===== src/rtl/uart_rx_cfg.sv =====
// Configurable UART receiver: 5-9 data bits, none/odd/even parity, 1-2 stop bits,
// 3-sample majority vote per bit, with parity/framing/break status per word.
module uart_rx_cfg #(
  parameter int CLKS_PER_BIT = 23,
  parameter int DATA_BITS    = 8,
  parameter int PARITY       = 0,
  parameter int STOP_BITS    = 1
) (
  input  logic                 i_Clock,
  input  logic                 i_Reset,
  input  logic                 i_Rx_Serial,
  output logic                 o_Rx_DV,
  output logic [DATA_BITS-1:0] o_Rx_Byte,
  output logic                 o_Parity_Err,
  output logic                 o_Frame_Err,
  output logic                 o_Break,
  output logic                 o_Busy
);

  localparam int HALF = (CLKS_PER_BIT - 1) / 2;
  localparam int CW   = $clog2(CLKS_PER_BIT);
  localparam logic [CW-1:0] C_S0   = CW'(HALF - 1);
  localparam logic [CW-1:0] C_S1   = CW'(HALF);
  localparam logic [CW-1:0] C_DEC  = CW'(HALF + 1);
  localparam logic [CW-1:0] C_LAST = CW'(CLKS_PER_BIT - 1);
  localparam logic [CW-1:0] C_ONE  = CW'(1);

  typedef enum logic [2:0] {
    S_IDLE, S_START, S_DATA, S_PAR, S_STOP, S_WAIT_HIGH
  } state_e;

  state_e               state_q;
  logic                 sync_q, rx_q;
  logic [CW-1:0]        cnt_q;
  logic [3:0]           bit_q;
  logic                 s0_q, s1_q;
  logic [DATA_BITS-1:0] shift_q;
  logic                 par_acc_q, ones_q, stop0_q, ferr_q;

  logic          maj_d, dec_d, first_stop_d, ferr_d, brk_d, perr_d, last_stop_d;
  logic [CW-1:0] cnt_d;

  always_comb begin
    maj_d        = (s0_q & s1_q) | (s0_q & rx_q) | (s1_q & rx_q);
    dec_d        = (cnt_q == C_DEC);
    cnt_d        = (cnt_q == C_LAST) ? '0 : cnt_q + C_ONE;
    // Break looks only at the first stop bit, even when two are configured.
    first_stop_d = (bit_q == 4'd0) ? maj_d : stop0_q;
    ferr_d       = ferr_q | ~maj_d;
    brk_d        = ~ones_q & ~first_stop_d;
    perr_d       = (PARITY == 1) ? ~par_acc_q : ((PARITY == 2) ? par_acc_q : 1'b0);
    last_stop_d  = (bit_q == 4'(STOP_BITS - 1));
  end

  assign o_Busy = (state_q != S_IDLE);

  always_ff @(posedge i_Clock) begin
    if (i_Reset) begin
      sync_q       <= 1'b1;
      rx_q         <= 1'b1;
      state_q      <= S_IDLE;
      cnt_q        <= '0;
      bit_q        <= '0;
      s0_q         <= 1'b1;
      s1_q         <= 1'b1;
      shift_q      <= '0;
      par_acc_q    <= 1'b0;
      ones_q       <= 1'b0;
      stop0_q      <= 1'b0;
      ferr_q       <= 1'b0;
      o_Rx_DV      <= 1'b0;
      o_Rx_Byte    <= '0;
      o_Parity_Err <= 1'b0;
      o_Frame_Err  <= 1'b0;
      o_Break      <= 1'b0;
    end else begin
      sync_q  <= i_Rx_Serial;
      rx_q    <= sync_q;
      o_Rx_DV <= 1'b0;
      if (cnt_q == C_S0) s0_q <= rx_q;
      if (cnt_q == C_S1) s1_q <= rx_q;

      case (state_q)
        S_IDLE: begin
          cnt_q <= '0;
          bit_q <= '0;
          // The detection cycle itself counts as c = 0 of the start bit.
          if (!rx_q) begin
            cnt_q     <= C_ONE;
            state_q   <= S_START;
            par_acc_q <= 1'b0;
            ones_q    <= 1'b0;
            ferr_q    <= 1'b0;
            stop0_q   <= 1'b1;
          end
        end
        S_START: begin
          cnt_q <= cnt_d;
          if (dec_d) begin
            if (maj_d) begin
              state_q <= S_IDLE;
              cnt_q   <= '0;
            end else begin
              state_q <= S_DATA;
            end
          end
        end
        S_DATA: begin
          cnt_q <= cnt_d;
          if (dec_d) begin
            shift_q   <= {maj_d, shift_q[DATA_BITS-1:1]};
            par_acc_q <= par_acc_q ^ maj_d;
            ones_q    <= ones_q | maj_d;
            if (bit_q == 4'(DATA_BITS - 1)) begin
              bit_q   <= '0;
              state_q <= (PARITY != 0) ? S_PAR : S_STOP;
            end else begin
              bit_q <= bit_q + 4'd1;
            end
          end
        end
        S_PAR: begin
          cnt_q <= cnt_d;
          if (dec_d) begin
            par_acc_q <= par_acc_q ^ maj_d;
            ones_q    <= ones_q | maj_d;
            state_q   <= S_STOP;
          end
        end
        S_STOP: begin
          cnt_q <= cnt_d;
          if (dec_d) begin
            ferr_q <= ferr_d;
            if (bit_q == 4'd0) stop0_q <= maj_d;
            if (last_stop_d) begin
              o_Rx_DV      <= 1'b1;
              o_Rx_Byte    <= shift_q;
              o_Parity_Err <= perr_d;
              o_Frame_Err  <= ferr_d;
              o_Break      <= brk_d;
              cnt_q        <= '0;
              bit_q        <= '0;
              // Leaving at mid-stop-bit lets a back-to-back start edge be caught.
              state_q      <= ferr_d ? S_WAIT_HIGH : S_IDLE;
            end else begin
              bit_q <= bit_q + 4'd1;
            end
          end
        end
        S_WAIT_HIGH: begin
          cnt_q <= '0;
          if (rx_q) state_q <= S_IDLE;
        end
        default: begin
          state_q <= S_IDLE;
          cnt_q   <= '0;
          bit_q   <= '0;
        end
      endcase
    end
  end

endmodule

===== config.mk =====
export PLATFORM = sky130hd
export DESIGN_NAME = uart_rx_cfg
export DESIGN_NICKNAME = d
export VERILOG_FILES = /design/src/rtl/uart_rx_cfg.sv
export SDC_FILE = /design/constraint.sdc
export NUM_CORES = 1
export LEC_CHECK = 0
export BUFFER_PORTS_ARGS = -buffer_cell sky130_fd_sc_hd__clkbuf_2
export CAP_MARGIN = 25
export CORE_ASPECT_RATIO = 1.4
export CORE_MARGIN = 3
export CORE_UTILIZATION = 45
export CTS_CLUSTER_DIAMETER = 50
export DETAILED_ROUTE_END_ITERATION = 8
export PLACE_DENSITY = 0.69
export REMOVE_ABC_BUFFERS = 1
export SKIP_CTS_REPAIR_TIMING = 1
export SYNTH_ARGS = -nofsm -noshare
export SYNTH_HDL_FRONTEND = slang
export SYNTH_SLANG_ARGS = --single-unit

===== constraint.sdc =====
create_clock -name i_Clock -period 2.1 [get_ports i_Clock]
set_clock_uncertainty 0.05 [all_clocks]
set_input_delay 0.63 -clock i_Clock [delete_from_list [all_inputs] [get_ports i_Clock]]
set_output_delay 0.63 -clock i_Clock [all_outputs]
set_load 0.05 [all_outputs]

# After elaboration in Yosys (flattened, before gate mapping)

Cells that the tools add are included.

Flip-flop bits (word level): 38
Input port bits: 3
Output and inout bits: 13
Logic and storage cells: 97

$add $sub $neg: 2
Equal/unequal tests: 19
Mux-type cells: 33
Bitwise gates (word level): 14
Reductions and logical operators: 14

Operators by type and width:

| cell                                                 | count |
|---|---|
| 2-to-1 mux 3 bit                                     | 9 |
| 2-to-1 mux 5 bit                                     | 5 |
| case mux 5 bit (4 select lines)                      | 1 |
| case mux 3 bit (6 select lines)                      | 1 |
| 2-to-1 mux 4 bit                                     | 4 |
| inequality test 2 bit (second input constant)        | 8 |
| equality test 5 x 4 -> 1 bit (second input constant) | 3 |
| case mux 4 bit (3 select lines)                      | 1 |
| AND reduction 3 bit                                  | 4 |
| 2-to-1 mux 1 bit                                     | 8 |
| AND reduction 8 bit                                  | 1 |
| equality test 3 x 2 -> 1 bit (second input constant) | 2 |
| equality test 3 bit (second input constant)          | 2 |
| NOT 1 bit                                            | 6 |
| case mux 1 bit (2 select lines)                      | 3 |
| OR reduction 3 bit                                   | 2 |
| adder 5 x 1 -> 5 bit (second input constant)         | 1 |
| equality test 5 bit (second input constant)          | 1 |
| adder 4 x 1 -> 4 bit (second input constant)         | 1 |
| AND 1 bit                                            | 4 |
| equality test 4 x 3 -> 1 bit (second input constant) | 1 |
| logical NOT 4 bit                                    | 1 |
| bitwise OR 1 bit                                     | 4 |
| nonzero test 2 bit                                   | 2 |
| 7 further kinds                                      | 7 |

# Longest topological paths before layout

Depth in word-level cells: 9
Depth in mapped cells: 8

# Worst setup path after synthesis

OpenSTA, ideal clock, no wires.

Kind: register to register
From: register state_q[1]
To: register ones_q
Arrival time: 1.562 ns
Required time: 1.922 ns
Path slack: 0.360 ns
Cell stages (with the launch flop): 6
Buffers on the path: 1
Period minus slack after synthesis: 1.740 ns
Cell sequence: dfxtp_1 > buf_2 > or3_1 > or2_1 > a22oi_1 > nor2_1

Word-level cells in the longest chain between the ends: 4
Elaborated cells between the ends (all ways): 9
Those cells by class: 4 x eq/ne; 1 x mux; 4 x reduce/logical

RTL lines:

| element                                                                               | line | source |
|---|---|---|
| from (decl)                                                                           | 32   | `state_e state_q;` |
| from (signal assigned)                                                                | 116  | `state_q <= (PARITY != 0) ? S_PAR : S_STOP;` |
| from (signal assigned)                                                                | 144  | `state_q <= ferr_d ? S_WAIT_HIGH : S_IDLE;` |
| equality test 3 x 2 -> 1 bit                                                          | 83   | `case (state_q)` |
| OR reduction 2 bit (no line)                                                          | n/a  |  |
| inequality test 2 x 1 -> 1 bit (no line) / nonzero test 2 bit (equally long branches) | n/a  |  |
| AND reduction 3 bit (no line)                                                         | n/a  |  |
| to (signal assigned)                                                                  | 113  | `ones_q <= ones_q \| maj_d;` |
| to (signal assigned)                                                                  | 126  | `ones_q <= ones_q \| maj_d;` |
| to (decl)                                                                             | 38   | `logic par_acc_q, ones_q, stop0_q, ferr_q;` |

Parallel ways exist; a longest one is shown, timed or not.
A chain may end at the register's enable or synchronous reset.

# Final worst setup path

From: register state_q[1]
To: output port o_Busy

Word-level cells in the longest chain between the ends: 1

RTL lines:

| element            | line | source |
|---|---|---|
| nonzero test 3 bit | 55   | `assign o_Busy = (state_q != S_IDLE);` |
| to (decl)          | 17   | `output logic o_Busy` |

Every way passes these cells.

==> impl_metrics.ini <==
[worst_setup_path]
crit_fanout = 11
startpoint = state_q[1]$_SDFFE_PP0P_
reg2reg_from = cnt_q[0]$_SDFF_PP0_
worstPathArrival_ns = 1.35
cp-end-kind = output port
crit_required_ns = 1.42
start_kind = flip-flop
path_class = flip-flop to output port

[clock_tree]
cts.clk_slew.worst_paths_ns = 0.06
root_buffer = clkbuf_8
cts_tree = built
htreeDepth = 2
cts_num_sinks = 37
numCtsBuffers = 5
clockBufferDepth = 2
clkLatencyLatePin_ns = 0.28

[sta]
fmax_ghz = 0.493
setup_tns_ns = 0
min_period_ns = 2.03
hold_violations = 0
setup_violations = 0
slew_headroom_pct = 66.8
rsz0062_at_grt = no
min_period_over_period_pct = 96.6
worst_pin_slew_ns = 0.496
slew_viol_final = 0
holdWs_ns = 0.360

[cells_and_area]
fillers = 351
mostFrequentLayoutCell = dfxtp_1
drive_gt1_share_pct = 18.6
multi_input_area_um2 = 885
layout_common_cells = dfxtp_1 (36), nor2_1 (21), clkbuf_2 (14)
layout.nets = 212
fin_cells = 246
fin_area_um2 = 1910
antenna_cells = 0
final_core_util_pct = 52.1
area_delta_synth_final_pct = 10.9
regArea_um2 = 742

[global_route]
grt_overflow = 0
grt_antenna_before_repair = 0
grt_pass1_wl_um = 5640
track_usage_pct = 16.0
grt_pass1_vias = 1263
grt_max_degree = 23

[synth]
yosysWarnings = 0
synth-seq-cells = 37
syn_area_per_cell_um2 = 9.09
syn_inst = 190
yosysSeqAreaShare_pct = 42.9
synth_top_cell_by_area = dfxtp_1
synth-edff-count = 0
synthTopCellsByArea = dfxtp_1 (43%), mux2i_1 (5.8%), nor2_1 (4.6%)
synthArstFlopShare_pct = 0
synth_top_flop_cell = dfxtp_1
yosys.cell_types.count = 49
synth.top_cell.area_share_pct = 42.9
netlist_area_um2 = 1730

[power_and_ir_drop]
power_density_nw_per_um2 = 653
power.leakage_nw = 0.751
ir_drop_v = 0.000463

[floorplanning]
pin_count = 16
start_util_pct = 47.0
die_y_um = 79.3
die-area_um2 = 4630
dieWidth_um = 58.4
core_area_um2 = 3680
rows = 26

[flow_run]
maxCapViolations = 0

[placed_design]
detailed_place_hpwl_um = 2410
place_area_um2 = 1830
port_buffers = 14
gp_congestion = 0.779
dp_cells = 239

[route]
routed_via_density = 5.60
drc_errors = 0
wl_um = 3290
num_vias = 1378
first_pass_iters = 4
postRouteAntennaNets = 0
routedWlPerCell_um = 13.4
first_iter_violations = 38

[run_status]
outcome = finished clean

[worst_hold_path]
holdCritStartpoint = sync_q$_SDFF_PP1_
hold_path_class = flip-flop to flip-flop
[cell families (layout without fill, tap and decap cells)]
logic type,after synthesis,after routing,synth area share (%)
flip-flops,37,37,42.9
multiplexers,10,10,5.80
other,1,1,0.217
XOR/XNOR,3,3,1.52
AND/OR/NAND/NOR,73,73,22.9
adder cells (fa/ha/maj),6,6,4.28
buffers and inverters,22,36,5.87
AO/OA/AOI/OAI,38,38,16.5
[routing by layer]
| metal | global-route usage [%] | part of all wire [%] | routed length [µm] | up-vias |
|---|---|---|---|---|
| li1 | - | - | - | 701 |
| met1 | 17.6 | 42 | 1380 | 636 |
| met2 | 26.7 | 50 | 1650 | 29 |
| met3 | 4.72 | 4.1 | 136 | 12 |
| met4 | 8.82 | 3.7 | 121 | 0 |
| met5 | 0 | 0 | 0 | - |
[critical path: stages (launching register included)]
cell and delay [ns]:
dfxtp_1 0.41, or3_1 0.41, clkbuf_2 0.25
[power by group]
part,total (mW),internal (mW),switching [mW],leakage [nW]
clock network,0.488,0.260,0.228,0.0443
logic,0.0540,0.0174,0.0365,0.408
registers,0.709,0.706,0.00355,0.299
[cells in the mapped netlist, types with 3 or more instances]
master    instances
nor2_1           21
nand2_1          13
o21ai_0           3
buf_2             6
or3_1             3
nor3_1            3
inv_1             9
or2_2             4
mux2i_1          10
a21oi_1          13
clkbuf_1          4
ha_1              5
dfxtp_1          37
nand3_1          12
buf_4             3
[flip-flops by register name, indices dropped and copies added (netlist names), 3 cells and up]
signal     count
bit_q          4
cnt_q          5
o_Rx_Byte      8
shift_q        8
state_q        3
[stage by stage]
step / setup slack, ns / power, mW
3_3_place_gp: 0.330 / 0.778
6_report: 0.0711 / 1.25
2_1_floorplan: 0.112 / 0.757
4_1_cts: 0.0283 / 1.27
3_5_place_dp: 0.287 / 0.779
5_1_grt: 0.0162 / 1.31
[layout make-up]
cell class              instances  area share [%]
well taps                      42            2.75
multi-input cells             131            46.2
inverters                       9            1.76
clock buffers                   7            4.51
flip-flops and latches         37            38.8
repair buffers                 20            6.01
[worst paths after layout]
path	end	slack, ns	cells after the start
worst min-delay path	rx_q$_SDFF_PP1_	0.36	1
worst min register to register	rx_q$_SDFF_PP1_	0.36	1
worst max register to register	cnt_q[0]$_SDFF_PP0_	0.27	6
worst max-delay path	o_Busy	0.07	2
(Power assumes the default switching activity.)
